$ cat src/rtl/toyup_serial_pkg.sv
// Shared definitions for the 8-bit serial link.
// Holds the default word width, the serializer state encoding and the even
// parity helper (also meant for a future checking receiver).
// Optional feature macro used by link blocks: PISO_PARITY_EN.
package toyup_serial_pkg;

    localparam int unsigned SERIAL_DATA_W = 8;

    // Widest word the parity helper accepts; callers zero-extend to this width.
    localparam int unsigned PAR_MAX_W = 64;

    localparam logic [1:0] ST_IDLE   = 2'd0;
    localparam logic [1:0] ST_SHIFT  = 2'd1;
    localparam logic [1:0] ST_PARITY = 2'd2;

    typedef enum logic [1:0] {
        STATE_IDLE   = ST_IDLE,
        STATE_SHIFT  = ST_SHIFT,
        STATE_PARITY = ST_PARITY
    } piso_state_e;

    // Even parity bit: XOR of all word bits (zero extension does not change it).
    function automatic logic even_parity(input logic [PAR_MAX_W-1:0] i_word);
        return ^i_word;
    endfunction

endpackage

$ cat src/rtl/piso_hold_buf.sv
// One-entry holding buffer for the serializer.
// Ports:
//   clk, rst      - clock, synchronous active-low reset
//   i_push        - write i_data, sets full
//   i_pop         - drop the stored word (push wins if both are high)
//   i_data        - word to store
//   o_data        - stored word
//   o_full        - buffer occupied
module piso_hold_buf #(
    parameter int unsigned DATA_W = 8
) (
    input  logic              clk,
    input  logic              rst,
    input  logic              i_push,
    input  logic              i_pop,
    input  logic [DATA_W-1:0] i_data,
    output logic [DATA_W-1:0] o_data,
    output logic              o_full
);

    logic [DATA_W-1:0] r_data;
    logic              r_full;

    // Storage and occupancy flag.
    always_ff @(posedge clk) begin
        if (!rst) begin
            r_data <= '0;
            r_full <= 1'b0;
        end else if (i_push) begin
            r_data <= i_data;
            r_full <= 1'b1;
        end else if (i_pop) begin
            r_full <= 1'b0;
        end
    end

    assign o_data = r_data;
    assign o_full = r_full;

endmodule

$ cat src/rtl/piso_reg.sv
// Parallel-in serial-out serializer (transmit end of the serial link).
// Accepts a word on a valid/ready handshake and shifts it out MSB first,
// one bit per clock, with a bit strobe for the receiver. A one-entry hold
// buffer lets consecutive words go out without a gap.
// Optional feature: define PISO_PARITY_EN to append an even parity bit
// to every frame (frame becomes DATA_W+1 bits, done moves to the parity bit).
// Ports:
//   clk        - clock, all logic on posedge
//   rst        - synchronous active-low reset
//   din_valid  - producer has a word on din
//   din        - parallel word to transmit
//   din_ready  - word can be accepted this cycle
//   sout       - serial data bit, MSB first
//   sout_en    - sout carries a valid bit
//   busy       - shifting, or hold buffer occupied
//   done       - pulse on the final bit of a frame
module piso_reg
    import toyup_serial_pkg::*;
#(
    parameter int unsigned DATA_W = SERIAL_DATA_W
) (
    input  logic              clk,
    input  logic              rst,
    input  logic              din_valid,
    input  logic [DATA_W-1:0] din,
    output logic              din_ready,
    output logic              sout,
    output logic              sout_en,
    output logic              busy,
    output logic              done
);

    localparam int unsigned CNT_W = $clog2(DATA_W + 1);

    piso_state_e       r_state;
    logic [DATA_W-1:0] r_shift;
    logic [CNT_W-1:0]  r_cnt;
    logic              r_sout_en;
    logic              r_done;
    logic              r_rdy_en;
`ifdef PISO_PARITY_EN
    logic              r_par;
`endif

    logic              w_hold_full;
    logic [DATA_W-1:0] w_hold_data;
    logic              w_push;
    logic              w_frame_end;
    logic              w_load;
    logic              w_load_hold;
    logic              w_hold_push;
    logic [DATA_W-1:0] w_load_word;

    // Ready is held low for the cycle right after reset is sampled.
    assign din_ready = r_rdy_en && !w_hold_full;
    assign w_push    = din_valid && din_ready;

    // Points at which the shift register may take a new word.
`ifdef PISO_PARITY_EN
    assign w_frame_end = (r_state == STATE_IDLE) || (r_state == STATE_PARITY);
`else
    assign w_frame_end = (r_state == STATE_IDLE) ||
                         ((r_state == STATE_SHIFT) && (r_cnt == '0));
`endif

    // The held word always goes first; a direct load only happens when hold is empty.
    assign w_load      = w_frame_end && (w_hold_full || w_push);
    assign w_load_hold = w_load && w_hold_full;
    assign w_load_word = w_hold_full ? w_hold_data : din;
    assign w_hold_push = w_push && !(w_load && !w_hold_full);

    piso_hold_buf #(
        .DATA_W (DATA_W)
    ) u_hold (
        .clk    (clk),
        .rst    (rst),
        .i_push (w_hold_push),
        .i_pop  (w_load_hold),
        .i_data (din),
        .o_data (w_hold_data),
        .o_full (w_hold_full)
    );

    // FSM, bit counter and shift register; sout is the register MSB.
    always_ff @(posedge clk) begin
        if (!rst) begin
            r_state   <= STATE_IDLE;
            r_shift   <= '0;
            r_cnt     <= '0;
            r_sout_en <= 1'b0;
            r_done    <= 1'b0;
            r_rdy_en  <= 1'b0;
`ifdef PISO_PARITY_EN
            r_par     <= 1'b0;
`endif
        end else begin
            r_rdy_en <= 1'b1;
            if (w_load) begin
                r_state   <= STATE_SHIFT;
                r_shift   <= w_load_word;
                r_cnt     <= CNT_W'(DATA_W - 1);
                r_sout_en <= 1'b1;
                r_done    <= 1'b0;
`ifdef PISO_PARITY_EN
                r_par     <= even_parity(PAR_MAX_W'(w_load_word));
`endif
            end else begin
                case (r_state)
                    STATE_SHIFT: begin
                        if (r_cnt != '0) begin
                            r_shift   <= {r_shift[DATA_W-2:0], 1'b0};
                            r_cnt     <= r_cnt - CNT_W'(1);
                            r_sout_en <= 1'b1;
`ifdef PISO_PARITY_EN
                            r_done    <= 1'b0;
`else
                            r_done    <= (r_cnt == CNT_W'(1));
`endif
                        end else begin
`ifdef PISO_PARITY_EN
                            // Parity bit rides in the MSB so sout stays a plain register bit.
                            r_state   <= STATE_PARITY;
                            r_shift   <= {r_par, {(DATA_W-1){1'b0}}};
                            r_sout_en <= 1'b1;
                            r_done    <= 1'b1;
`else
                            r_state   <= STATE_IDLE;
                            r_shift   <= '0;
                            r_sout_en <= 1'b0;
                            r_done    <= 1'b0;
`endif
                        end
                    end
                    default: begin
                        r_state   <= STATE_IDLE;
                        r_shift   <= '0;
                        r_cnt     <= '0;
                        r_sout_en <= 1'b0;
                        r_done    <= 1'b0;
                    end
                endcase
            end
        end
    end

    assign sout    = r_shift[DATA_W-1];
    assign sout_en = r_sout_en;
    assign done    = r_done;
    assign busy    = (r_state != STATE_IDLE) || w_hold_full;

endmodule
$ cat config.mk
export PLATFORM = sky130hd
export DESIGN_NAME = piso_reg
export DESIGN_NICKNAME = d
export VERILOG_FILES = /design/src/rtl/toyup_serial_pkg.sv /design/src/rtl/piso_hold_buf.sv /design/src/rtl/piso_reg.sv
export SDC_FILE = /design/constraint.sdc
export NUM_CORES = 1
export LEC_CHECK = 0
export ABC_AREA = 0
export BUFFER_PORTS_ARGS = -buffer_cell sky130_fd_sc_hd__buf_2
export CAP_MARGIN = 15
export CELL_PAD_IN_SITES_DETAIL_PLACEMENT = 2
export CELL_PAD_IN_SITES_GLOBAL_PLACEMENT = 2
export CORE_AREA = 2 2 61 63
export DETAILED_ROUTE_END_ITERATION = 7
export DIE_AREA = 0 0 63 65
export PLACE_DENSITY = 0.83
export SLEW_MARGIN = 10
export SYNTH_ARGS = -nofsm -noshare
export SYNTH_HDL_FRONTEND = slang
export SYNTH_HIERARCHICAL = 1
export SYNTH_SLANG_ARGS = --single-unit
$ cat constraint.sdc
create_clock -name clk -period 2.3 [get_ports clk]
set_clock_uncertainty 0.05 [all_clocks]
set_input_delay 0.23 -clock clk [delete_from_list [all_inputs] [get_ports clk]]
set_output_delay 0.23 -clock clk [all_outputs]
set_load 0.02 [all_outputs]
==> metrics.log <==
[metrics] Global Route Usage Sum: 13.3%
[metrics] width of the die: 63 um
[metrics] top cell type by total area after synthesis: dfxtp_1
[metrics] htree depth: 1
[metrics] TritonCTS clock tree: built
[metrics] fraction of synthesis flops using an asynchronous set or reset pin: 0%
[metrics] kind of launch point of the worst setup path: register
[metrics] Ys Warns: 6
[metrics] global-route wire length before repair: 4.35 mm
[metrics] gr ovfl total: 0
[metrics] die area: 4100 um^2
[metrics] number of antenna violations at the first check in global routing: 0
[metrics] kind of path behind the tightest hold check: in2reg
[metrics] Slew headroom: 53.7%
[metrics] detailed-placement wirelength estimate: 1.89 mm
[metrics] shortest period the worst path allows: 2.08 ns
[metrics] global placement routability congestion: 0.797
[metrics] routed wire length: 2.51 mm
[metrics] power density normalized to cell area: 616 nW/um^2
[metrics] placed cell count: 167
[metrics] area added between synthesis and finish: 10.6%
[metrics] number of DRC markers in iteration 0: 11
[metrics] Commonest cells post-synth: dfxtp_1, mux2i_1, nor2b_1, a21oi_1, nand3_1
[metrics] total number of nets in the final design: 138
[metrics] number of iterations in the first detailed-routing pass: 4
[metrics] fin crit share: 90.4%
[metrics] FP Rows: 22
[metrics] max_cap viols: 0
[metrics] placed cell area: 1210 um^2
[metrics] ANT cells: 0
[metrics] maximum clock insertion buffer count: 2
[metrics] pin count of the biggest net entering global routing: 20
[metrics] proportion of netlist area held by the largest area contributor: 44.7%
[metrics] Mapped Area: 1120 um^2
[metrics] accumulated negative setup slack: 0 ns
[metrics] main flop type after synthesis: dfxtp_1
[metrics] post-synthesis sequential area ratio: 44.7%
[metrics] share of final-layout standard cells stronger than drive strength 1: 17.9%
[metrics] count of endpoints failing setup in the final report: 0
[metrics] Syn Area/Cell: 10.1 um^2
[metrics] CTS Root Cell: clkbuf_4
[metrics] final std cell area, no fill: 1240 um^2
[metrics] EDFF count, synth: 0
[metrics] CTS sink count: 25
[metrics] detailed-route wire length per cell: 14.7 um
[metrics] drt via density: 4.75
[metrics] leading cell type by number of instances after synthesis: dfxtp_1
[metrics] Final Max Tran Viols: 0
[metrics] overall via count from detail_route: 813
[metrics] Leakage: 0.465 nW
[metrics] Seq cells post-synth: 25
[metrics] run status: complete, no violations
[metrics] number of instances in the synthesized netlist: 111
[metrics] Setup crit end kind: register
[metrics] nets in the synthesized netlist: 125
[metrics] path type of the worst setup path: reg2reg
[metrics] initial core utilization: 32.0%
[metrics] Critical Path RT: 2.47 ns
[metrics] arrival time of data at the critical path endpoint: 2.25 ns
[metrics] largest fanout of any net on the critical path: 9
[metrics] number of distinct library cell variants in the gate-level netlist after synthesis: 28
[metrics] later-pin clock latency in the skew report: 0.31 ns
[metrics] achievable frequency: 481 MHz
[metrics] Clock Pin Slew Worst Setup and Hold Paths: 0.13 ns
[metrics] Hold Vio Cnt, Final: 0
[metrics] biggest area contributors in the synthesized netlist: dfxtp_1, mux2i_1, nor2b_1
[metrics] actual slew at the worst max-slew pin: 0.695 ns
[metrics] maximum ir drop on the vdd rail: 141 uV
[metrics] setup repair after global routing missed its margin: no
[metrics] height of the die: 65 um
[metrics] cells resized by post-CTS repair: 0
[metrics] count of pins on the block boundary: 16
[metrics] DRT antenna net count: 0
[metrics] placeable core region: 3500 um^2
[metrics] number of global-route vias before repair: 909
[metrics] number of hold-repair buffers added at the cts stage: 0
[metrics] final standard cell count with taps included and fillers excluded: 171
[metrics] DRC violations left: 0
[metrics] number of buffers inserted to repair setup after CTS: 0
[metrics] IO buf count: 15
[metrics] Num CTS Buffers: 3
==> per-layer routing <==
layer	vias up	GRT usage (%)	wire, um
met5	-	0	0
met4	0	5.00	0
met1	392	16.9	1160
li1	413	-	-
met3	0	1.04	38
met2	8	23.4	1310
==> critical path: stages, from the launching register on <==
cell	delay (ns)
dfxtp_1	0.42
inv_1	0.09
ha_1	0.21
or3b_1	0.20
and2_4	0.19
and3_1	0.50
mux2i_1	0.27
nor2b_1	0.07
==> metrics by stage <==
step / setup WS (ns) / util (%) / hold slack (ns) / power, W
6_report: 0.220 / 35.4 / 0.101 / 0.000762
4_1_cts: 0.202 / 35.4 / 0.0946 / 0.000774
5_1_grt: 0.0918 / 35.4 / 0.0806 / 0.000810
3_3_place_gp: 0.408 / 34.7 / 0.402 / 0.000570
2_1_floorplan: 0.389 / - / 0.208 / 0.000545
3_5_place_dp: 0.252 / 34.7 / 0.416 / 0.000579
==> placed cells by master, fill, tap and decap left out, types with 2 or more instances in the layout <==
master    netlist  layout
nor2_1          3       3
inv_1           3       3
buf_2           1      15
clkbuf_4        0       3
dfxtp_1        25      25
a21oi_1         9       9
nor2b_1        11      11
buf_4           0       2
ha_1            3       3
nand3_1         8       8
mux2i_1        16      16
a211o_1         7       7
and3_1          2       2
==> final timing paths <==
path / start / end / slack (ns) / depth (start not counted)
worst max-delay path: r_cnt[0] / u_hold/o_data[5] / 0.22 / 7
worst min-delay path: rst / r_rdy_en / 0.10 / 1
worst max register to register: r_cnt[0] / u_hold/o_data[5] / 0.22 / 7
worst min register to register: r_shift[0] / r_shift[1] / 0.43 / 2
==> logic make-up (layout without fill, tap and decap cells) <==
family / after synthesis / in the layout / synth area share (%)
AOI/OAI and AO/OA: 22 / 22 / 13.6
muxes: 16 / 16 / 14.3
adders and majority gates: 3 / 3 / 3.35
and+or+nand+nor: 31 / 31 / 16.3
xor gates and xnor gates: 2 / 2 / 1.56
DFF: 25 / 25 / 44.7
buffers and inverters: 12 / 24 / 6.14
==> registers in the layout (all words and copies together), names as in the netlist <==
| name | cells |
|---|---|
| r_cnt | 4 |
| u_hold/o_full | 1 |
| u_hold/o_data | 8 |
| sout_en | 1 |
| r_state | 1 |
| done | 1 |
| r_rdy_en | 1 |
| r_shift | 8 |
==> layout make-up <==
type	instances	area (um^2)
fillers	403	2260
multi-input cells	74	551
flip-flops and latches	25	500
repair buffers	17	90.1
well taps	48	60.1
clock buffers	4	26.3
inverters	3	11.3
==> power by group <==
| part | switching (W) | internal [W] | leakage, nW |
|---|---|---|---|
| registers | 0.0000102 | 0.000447 | 0.203 |
| logic | 0.0000665 | 0.0000451 | 0.247 |
| clock network | 0.000126 | 0.0000677 | 0.0150 |
Note: power is estimated with default switching activity, not from simulation.
